**config.mk**
```make
export PLATFORM = sky130hd
export DESIGN_NAME = dla_pipe_slice
export DESIGN_NICKNAME = d
export VERILOG_FILES = /design/src/rtl/dla_pipe_slice.sv
export SDC_FILE = /design/constraint.sdc
export NUM_CORES = 1
export LEC_CHECK = 0
export ABC_AREA = 1
export CAP_MARGIN = 20
export CELL_PAD_IN_SITES_DETAIL_PLACEMENT = 1
export CELL_PAD_IN_SITES_GLOBAL_PLACEMENT = 1
export CORE_ASPECT_RATIO = 0.5
export CORE_UTILIZATION = 40
export CTS_CLUSTER_SIZE = 8
export DETAILED_ROUTE_END_ITERATION = 8
export GPL_ROUTABILITY_DRIVEN = 0
export GPL_TIMING_DRIVEN = 0
export PLACE_DENSITY = 0.88
export SKIP_CTS_REPAIR_TIMING = 1
export SYNTH_ARGS = -nofsm -noshare
export SYNTH_HDL_FRONTEND = slang
export SYNTH_SLANG_ARGS = --single-unit
```
**constraint.sdc**
```tcl
create_clock -name clk -period 3.8 [get_ports clk]
set_input_delay 0.76 -clock clk [delete_from_list [all_inputs] [get_ports clk]]
set_output_delay 0.76 -clock clk [all_outputs]
set_load 0.01 [all_outputs]
```
**src/rtl/dla_pipe_slice.sv**
```systemverilog
// dla_pipe_slice: elastic valid/ready pipeline slice with bubble collapse and optional input skid buffer
module dla_pipe_slice #(
  parameter int DATA_W = 26,
  parameter int STAGES = 2,
  parameter int SKID = 1,
  parameter int CNT_W = $clog2(STAGES + SKID + 1)
) (
  input  logic              clk,
  input  logic              rst,
  input  logic              flush,
  input  logic              in_valid,
  output logic              in_ready,
  input  logic [DATA_W-1:0] in_data,
  output logic              out_valid,
  input  logic              out_ready,
  output logic [DATA_W-1:0] out_data,
  output logic [CNT_W-1:0]  occupancy
);
  logic [STAGES-1:0] v, ld, vin;
  logic [DATA_W-1:0] d [STAGES];
  logic [DATA_W-1:0] dsrc [STAGES];
  logic [DATA_W-1:0] skid_d;
  logic skid_v, skid_next, rdy, in_fire, full;
  always_comb begin
    full = 1'b1;
    for (int k = STAGES - 1; k >= 0; k--) begin
      full = full & v[k];
      ld[k] = out_ready | !full;
    end
    in_ready = SKID != 0 ? rdy : rdy & ld[0];
    in_fire = in_valid & in_ready;
    skid_next = SKID != 0 && !flush && !ld[0] && (skid_v || in_fire);
    vin = (v << 1) | STAGES'(skid_v | in_fire);
    dsrc[0] = skid_v ? skid_d : in_data;
    for (int k = 1; k < STAGES; k++) dsrc[k] = d[k-1];
    occupancy = CNT_W'(skid_v);
    for (int k = 0; k < STAGES; k++) occupancy = occupancy + CNT_W'(v[k]);
  end
  // rdy stays low through reset so nothing is accepted until the first clean edge
  always_ff @(posedge clk) begin
    if (rst) begin
      v <= '0;
      skid_v <= 1'b0;
      skid_d <= '0;
      rdy <= 1'b0;
      for (int k = 0; k < STAGES; k++) d[k] <= '0;
    end else begin
      for (int k = 0; k < STAGES; k++) begin
        if (ld[k]) begin
          v[k] <= vin[k];
          if (vin[k]) d[k] <= dsrc[k];
        end
      end
      if (flush) v <= '0;
      skid_v <= skid_next;
      if (in_fire && !ld[0]) skid_d <= in_data;
      rdy <= SKID != 0 ? !skid_next : 1'b1;
    end
  end
  assign out_valid = v[STAGES-1];
  assign out_data = d[STAGES-1];
endmodule

```
; ---- Word-level counts from Yosys, hierarchy flattened
; Memories as Yosys holds them, arrays and structs flattened.
; Index checks and enable logic that the tools add are counted.
[word_totals]
regBits = 30
ram_bits = 52
input_bits = 31
output_inout_bits = 30
word_cells = 39
memories = 1
[memory_table]
columns = name, depth, width, read_ports, rd_clocked_by_memory_dff, write_ports, line
row1 = d, 2, 26, 2, 0, 2, 20  ; logic [DATA_W-1:0] d [STAGES];
[op_classes]
addsub = 2
n_mux = 13
bitwise_logic = 8
reduce_logical = 10
[ops]
columns = operator, count
row1 = 26-bit 2-to-1 mux, 3
row2 = 1-bit 2-to-1 mux, 10
row3 = 1-bit logical NOT, 5
row4 = 1-bit bitwise OR, 5
row5 = 1-bit logical AND, 3
row6 = 1-bit by 1-bit adder with 2-bit output, 1
row7 = 2-bit by 1-bit adder with 2-bit output, 1
row8 = 1-bit AND, 2
row9 = 2-bit by 1-bit bitwise OR with 2-bit output, 1
row10 = 2-bit OR reduction, 1
row11 = 1-bit logical OR, 1

; ---- Logic depth before layout (Yosys ltp)
[depth]
depth_word = 8
ltp_mapped = 6
mapped_depth_nobuf = 5

; ---- Worst setup path before layout
; Ideal clock, no wire load.
[synth_path]
path_kind = input -> register
start = in in_valid
end = mem d[0][0], enable pin
setup_time_ns = 0.445
t_arrival_ns = 2.913
path_slack_ns = 0.442
cell_stages = 4
path_buffers = 0
path_cell_list = nand2_1 -> nand2_1 -> inv_1 -> o21ai_0
[synth_rtl]
columns = item, line
row1 = from (decl), 11  ; input logic in_valid,
row2 = to (decl), 20

; ---- Worst setup path in the final report
[layout_path]
start = reg v[1]
end = out occupancy[0]
[layout_via]
elab_chain_cells = 1
[layout_lines]
columns = item, line
row1 = from (decl), 19  ; logic [STAGES-1:0] v, ld, vin;
row2 = "from (signal, indexed assignment)", 50  ; v[k] <= vin[k];
row3 = 2-bit by 1-bit adder with 2-bit output, 37  ; for (int k = 0; k < STAGES; k++) occupancy = occupancy + CNT_W'(v[k]);
row4 = to (decl), 17  ; output logic [CNT_W-1:0] occupancy
; No other way between the ends.

==> run_results.csv <==
group,metric,value,unit
clocking,cts_max_level,3,
place,portBuffers,60,
power_and_ir_drop,power_density,410,mW/mm2
place,dp_hpwl,6570,um
finish,syn_to_final_growth,28.3,%
sta,finalHoldViolations,0,
drt,postRouteAntennaNets,0,
drt,avgViaCountPerCell,4.77,
critical_path,worstReg2RegStart,"v[1]",
sta,fmax,396,MHz
synth,synthAdderAreaFrac,0.535,%
drt,vias,2927,
clocking,tritoncts,"yes",
finish,fin_nets,524,
finish,final_common_cell,"a21oi_1",
clocking,clock_path_buffers,2,
synth,synth_compound_area_share,10.8,%
critical_path,r2r_cells,5,
drt,wl_per_cell,14.8,um
drt,first_pass_iters,8,
power_and_ir_drop,p_leak,2.00,nW
critical_path,critical_path_required,3.04,ns
sta,max_slew_margin,64.6,%
global_routing,grt_pass1_vias,2884,
sta,min_period,2.53,ns
critical_path,crit_family,"adder cells",
synth,syn_inst,419,
synth,post_synth.cell_area_avg,8.94,um2
global_routing,grtUsageTotal,20.1,%
sta,setup_viol,0,
synth,synth_top_family_by_area,"simple AND/OR/NAND/NOR gates",
synth,yosysSeqAreaShare,57.7,%
drt,wl_met3,420,um
sta,rsz0062_at_grt,"false",
clocking,clk_pin_slew,0.05,ns
die,die-area,0.00978,mm2
critical_path,end_kind,"output pin",
min_path,hold-path-endpoint,"skid_d[21]",
clocking,clk_latency,0.33,ns
drt,route.detailed.drc,8,
finish,num_antenna_cells,0,
synth,synth.distinct_cells,16,
synth,synth-xor-area-share,0,%
drt,wl_met1,4310,um
die,die_height,70.4,um
global_routing,grt_max_degree,27,
die,rows,24,
finish,n_fill_cell,1032,
critical_path,ff2ff_setup_slack,1.98,ns
power_and_ir_drop,p_total,1.97,mW
sta,finalCritPeriodShare,66.5,%
synth,synth_area,0.00374,mm2
synth,synth_warnings,0,
clocking,cts_inserted_buffers,9,
sta,skew,0.00608,ns
drt,routed_wl,9100,um
die,io_pins,61,
critical_path,slowest_stage,"fa_1",
drt,dr_wl_met2,4310,um
critical_path,cp-start-kind,"flip-flop",
synth,ys_ff_latch,82,
critical_path,cp_data_arrival_time,1.77,ns
global_routing,grt_pass1_wl,14900,um
min_path,hold_path_depth,2,
critical_path,critical_path_class,"flip-flop to output pin",
status,violations,"DRC",
global_routing,antenna_found_initial,0,
die,die_w,139,um
critical_path,cpPeakStageDelay,0.54,ns
sta,slew_violations,0,
status,outcome,"finished, violations left",
die,initial_utilization,42.1,%
drt,top_layer,"met4",
clocking,clockRootBuffer,"clkbuf_16",
critical_path,r2r-end,"d[0][31]",
drt,drtIter0Drc,161,
sta,worst_pin_slew,0.530,ns
power_and_ir_drop,ir_worst_vdd,256,uV
critical_path,worst-path-buf-inv,1,
critical_path,critPathMaxFanout,5,
run,max_cap_viol_count,0,
critical_path,crit_chain,"fa_1 > clkdlybuf4s50_1",
sta,tns,0,ns
synth,synth-simple-area-share,16.2,%
finish,final_layout_size_suffix_gt1_share,12.9,%
min_path,hp-start,"skid_d[21]",
synth,synthMuxAreaShare,0,%
die,core_area,0.00889,mm2
finish,layout_common_cells,"a21oi_1 (80), nor2_1 (79), clkdlybuf4s50_1 (60)",
clocking,numClockSinks,82,
min_path,holdCritPathClass,"flip-flop to flip-flop",
sta,whs,0.481,ns
synth,syn_nets,451,
global_routing,overflow,0,
==> synthesized netlist by cell type <==
library cell,number,share of area (%)
a21oi_1,80,11
dfxtp_1,30,16
nor2_1,79,7.9
clkinv_1,2,0.20
buf_2,13,1.7
inv_1,58,5.8
o21ai_0,1,0.13
buf_6,1,0.30
nor2_4,2,0.60
nand3_1,27,3.6
buf_4,29,5.8
nand3_2,3,0.80
fa_1,1,0.53
nand2_1,33,3.3
edfxtp_1,52,42
clkbuf_1,8,0.80
==> layer usage <==
layer,global-route usage [%],vias up
li1,-,1471
met1,26.7,1369
met2,33.1,79
met3,4.66,8
met4,5.06,0
met5,0,-
==> sequential cells by signal, indices dropped and copies added (netlist names) <==
register / cells
skid_v: 1
skid_d: 26
in_ready: 1
v: 2
d: 52
==> tightest hold or removal path, stage by stage (launching register included) <==
cell and delay [ns]:
dfxtp_1 0.32, nor2_1 0.05, nor2_1 0.08
==> layout make-up <==
class	count	area [um2]	area share [%]
plain buffers	51	324	6.75
clock buffers	12	236	4.92
clock inverters	4	28.8	0.599
inverters	60	225	4.69
multi-input cells	226	1040	21.6
flip-flops and latches	82	2160	45.0
well taps	117	146	3.05
repair buffers	62	643	13.4
==> metrics by stage <==
step	utilization (%)	area, um2	cells	worst slack [ns]
3_5_place_dp	50.7	4510	597	0.665
3_3_place_gp	50.5	4490	596	-0.909
6_report	54.0	4800	614	1.27
5_1_grt	54.0	4800	614	1.23
4_1_cts	53.7	4780	613	1.02
2_1_floorplan	-	3740	419	0.442
==> report_power, final <==
part / internal [mW] / switching (mW) / total [mW] / leakage (nW)
logic: 0.0976 / 0.0974 / 0.195 / 1.09
registers: 0.985 / 0.0109 / 0.995 / 0.788
clock network: 0.443 / 0.337 / 0.780 / 0.123
total: 1.53 / 0.445 / 1.97 / 2.00
==> worst max-delay path by stage <==
| stage | start | end | depth (start not counted) |
|---|---|---|---|
| floorplan | in_valid | d[0][0] | 4 |
| global placement | out_ready | d[0][19] | 4 |
| detailed placement | out_ready | d[0][32] | 6 |
| CTS | out_ready | d[0][32] | 6 |
| global route | v[1] | occupancy[0] | 2 |
| finish | v[1] | occupancy[0] | 2 |
==> cell families after synthesis <==
kind of cell / count (synthesis)
AOI/OAI and AO/OA: 81
DFF: 82
and+or+nand+nor: 144
adders and majority gates: 1
buffers and inverters: 111
No activity file was read; power rests on OpenSTA's default activity.
==> variant (same settings) <==
Change the parameter `STAGES` from 2 to 1.
--- a/src/rtl/dla_pipe_slice.sv
+++ b/src/rtl/dla_pipe_slice.sv
@@ -1,7 +1,7 @@
 // dla_pipe_slice: elastic valid/ready pipeline slice with bubble collapse and optional input skid buffer
 module dla_pipe_slice #(
   parameter int DATA_W = 26,
-  parameter int STAGES = 2,
+  parameter int STAGES = 1,
   parameter int SKID = 1,
   parameter int CNT_W = $clog2(STAGES + SKID + 1)
 ) (
Function: changed (a bounded check fails within 4 cycles, from zero or initial values and one cycle with rst high).
==> variant against the unedited design <==
Global-route usage grew 1.2 points; fmax grew 11%; cell count shrank 25%; setup slack gained 0.25 ns; synthesized area shrank 30%; total power shrank 35%; critical path depth grew 3; die area shrank 29%; design area shrank 27%; wire length shrank 25%; sequential cell count shrank 27; largest cell class unchanged; largest power group unchanged.
==> variant: results (changes against the unedited design) <==
Final #Nets 401 (-23%); filler instances 763 (-26%); vias in the first global route 2,376 (-18%); diode count 0 (unchanged); Worst Path Max Fanout 19 (+14); crit path from out_ready; first-pass GRT wire length 11,010 um (-26%); synth top area cells edfxtp_1 (30%), dfxtp_1 (22%), nor2_1 (12%); Skew-Pair Late Insertion Delay 0.28 ns (-0.05 ns); leading registers by flop count d: 26 flops, skid_d: 26 flops; Synth Warn # 0 (unchanged); share of cells above drive strength 1 14.59% (+1.7 points); HP Start skid_d[2]; Inst Count DP 450 (-25%); Slew HR 66.50% (+1.9 points); Avg Cell Area, Syn 8.767 sq um (-1.9%); post-synth cell types 21 (+5); H-tree levels 2 (-1); Worst EP arrival 2.27 ns (+0.50 ns); HP Class reg2reg; Routed WL 6858 um (-25%); Worst-path clk slew 0.07 ns (+0.02 ns); Peak VDD IR 0.1967 mV (-23%); number of synthesized flops with an enable pin 26 (-50%); status finished clean; Clock Root Buffer clkbuf_16; WHS Path Cells 2 (unchanged); initial antenna violation count 0 (unchanged); slowest CP cell clkdlybuf4s50_1; Worst Setup Start Kind input pin; initial drt markers 98 (-39%); Longest Clk Path Bufs 2 (unchanged); crit-path max cell delay 0.55 ns; largest net degree at the start of global routing 20 (-26%); Synth Net Count 333 (-26%); Worst Clk Skew 0.002141 ns (-0.003940 ns); total track usage 21.23% (+1.2 points); DR pass1 iterations 4 (-4); reg2reg path depth 5 (unchanged); DP HPWL 4999 um (-24%); sequential area share after synthesis 51.59% (-6.1 points); synth cell count leaders nor2_1 (86), dfxtp_1 (29), nand2_1 (28); CTS Buf Count 5 (-4); Leak 0.001445 uW (-28%); Worst path top cell family by delay buffers and inverters; routed vias/inst 4.749 (-0.38%); Post-synth ARST share 0% (unchanged); drc violations 0 (-8); WL/cell 14.97 um (+1.0%); Worst R2R Start out_valid; Placed Area 3368 sq um (-25%); Buffers on Ports 60 (unchanged); Top FF cell, synth dfxtp_1
## variant: logic make-up after synthesis
| kind of cell | synth area share, % |
|---|---|
| AND/OR/NAND/NOR | 32.81 |
| flip-flops | 51.59 |
| buffers and inverters | 9.815 |
| AO/OA/AOI/OAI | 5.310 |
| adder cells (fa/ha/maj) | 0.4741 |
## variant: worst paths after layout
| check | slack, ns | to |
|---|---|---|
| max reg2reg | 2.13 | d[0][23] |
| min | 0.49 | skid_d[2] |
| min reg2reg | 0.49 | skid_d[2] |
| max | 1.52 | d[0][23] |
## variant: final cells by class
type	count	share of cell area [%]
clock buffers	8	3.891
well taps	88	3.142
plain buffers	17	3.856
inverters	33	3.534
repair buffers	61	17.57
flip-flops and latches	55	38.84
multi-input cells	196	29.17
## variant: through the flow
stage / utilization, % / setup slack (ns)
finish: 56.47 / 1.522
global route: 56.47 / 1.464
CTS: 56.47 / 1.514
detailed placement: 54.27 / 1.210
global placement: 53.97 / 0.1099
floorplan: - / 1.173
## variant: per-layer routing
layer / track usage [%] / vias up / wire, um
met1: 23.77 / 1049 / 2907
met4: 4.882 / 0 / 55
met5: 0 / - / 0
met3: 3.476 / 6 / 171
met2: 42.60 / 37 / 3724
li1: - / 1083 / -
## variant: worst reg2reg max path: stages, from the launching register on
cell     delay (ns)
dfxtp_1        0.37
inv_2          0.09
nor2_4         0.07
buf_6          0.16
o21ai_2        0.41
buf_8          0.26
## variant: report_power, final
group	switching, uW	leakage (uW)	internal, uW
registers	7.49	0.000512	643
logic	90.7	0.000868	87.8
clock network	198	0.0000652	246
total	296	0.00145	977
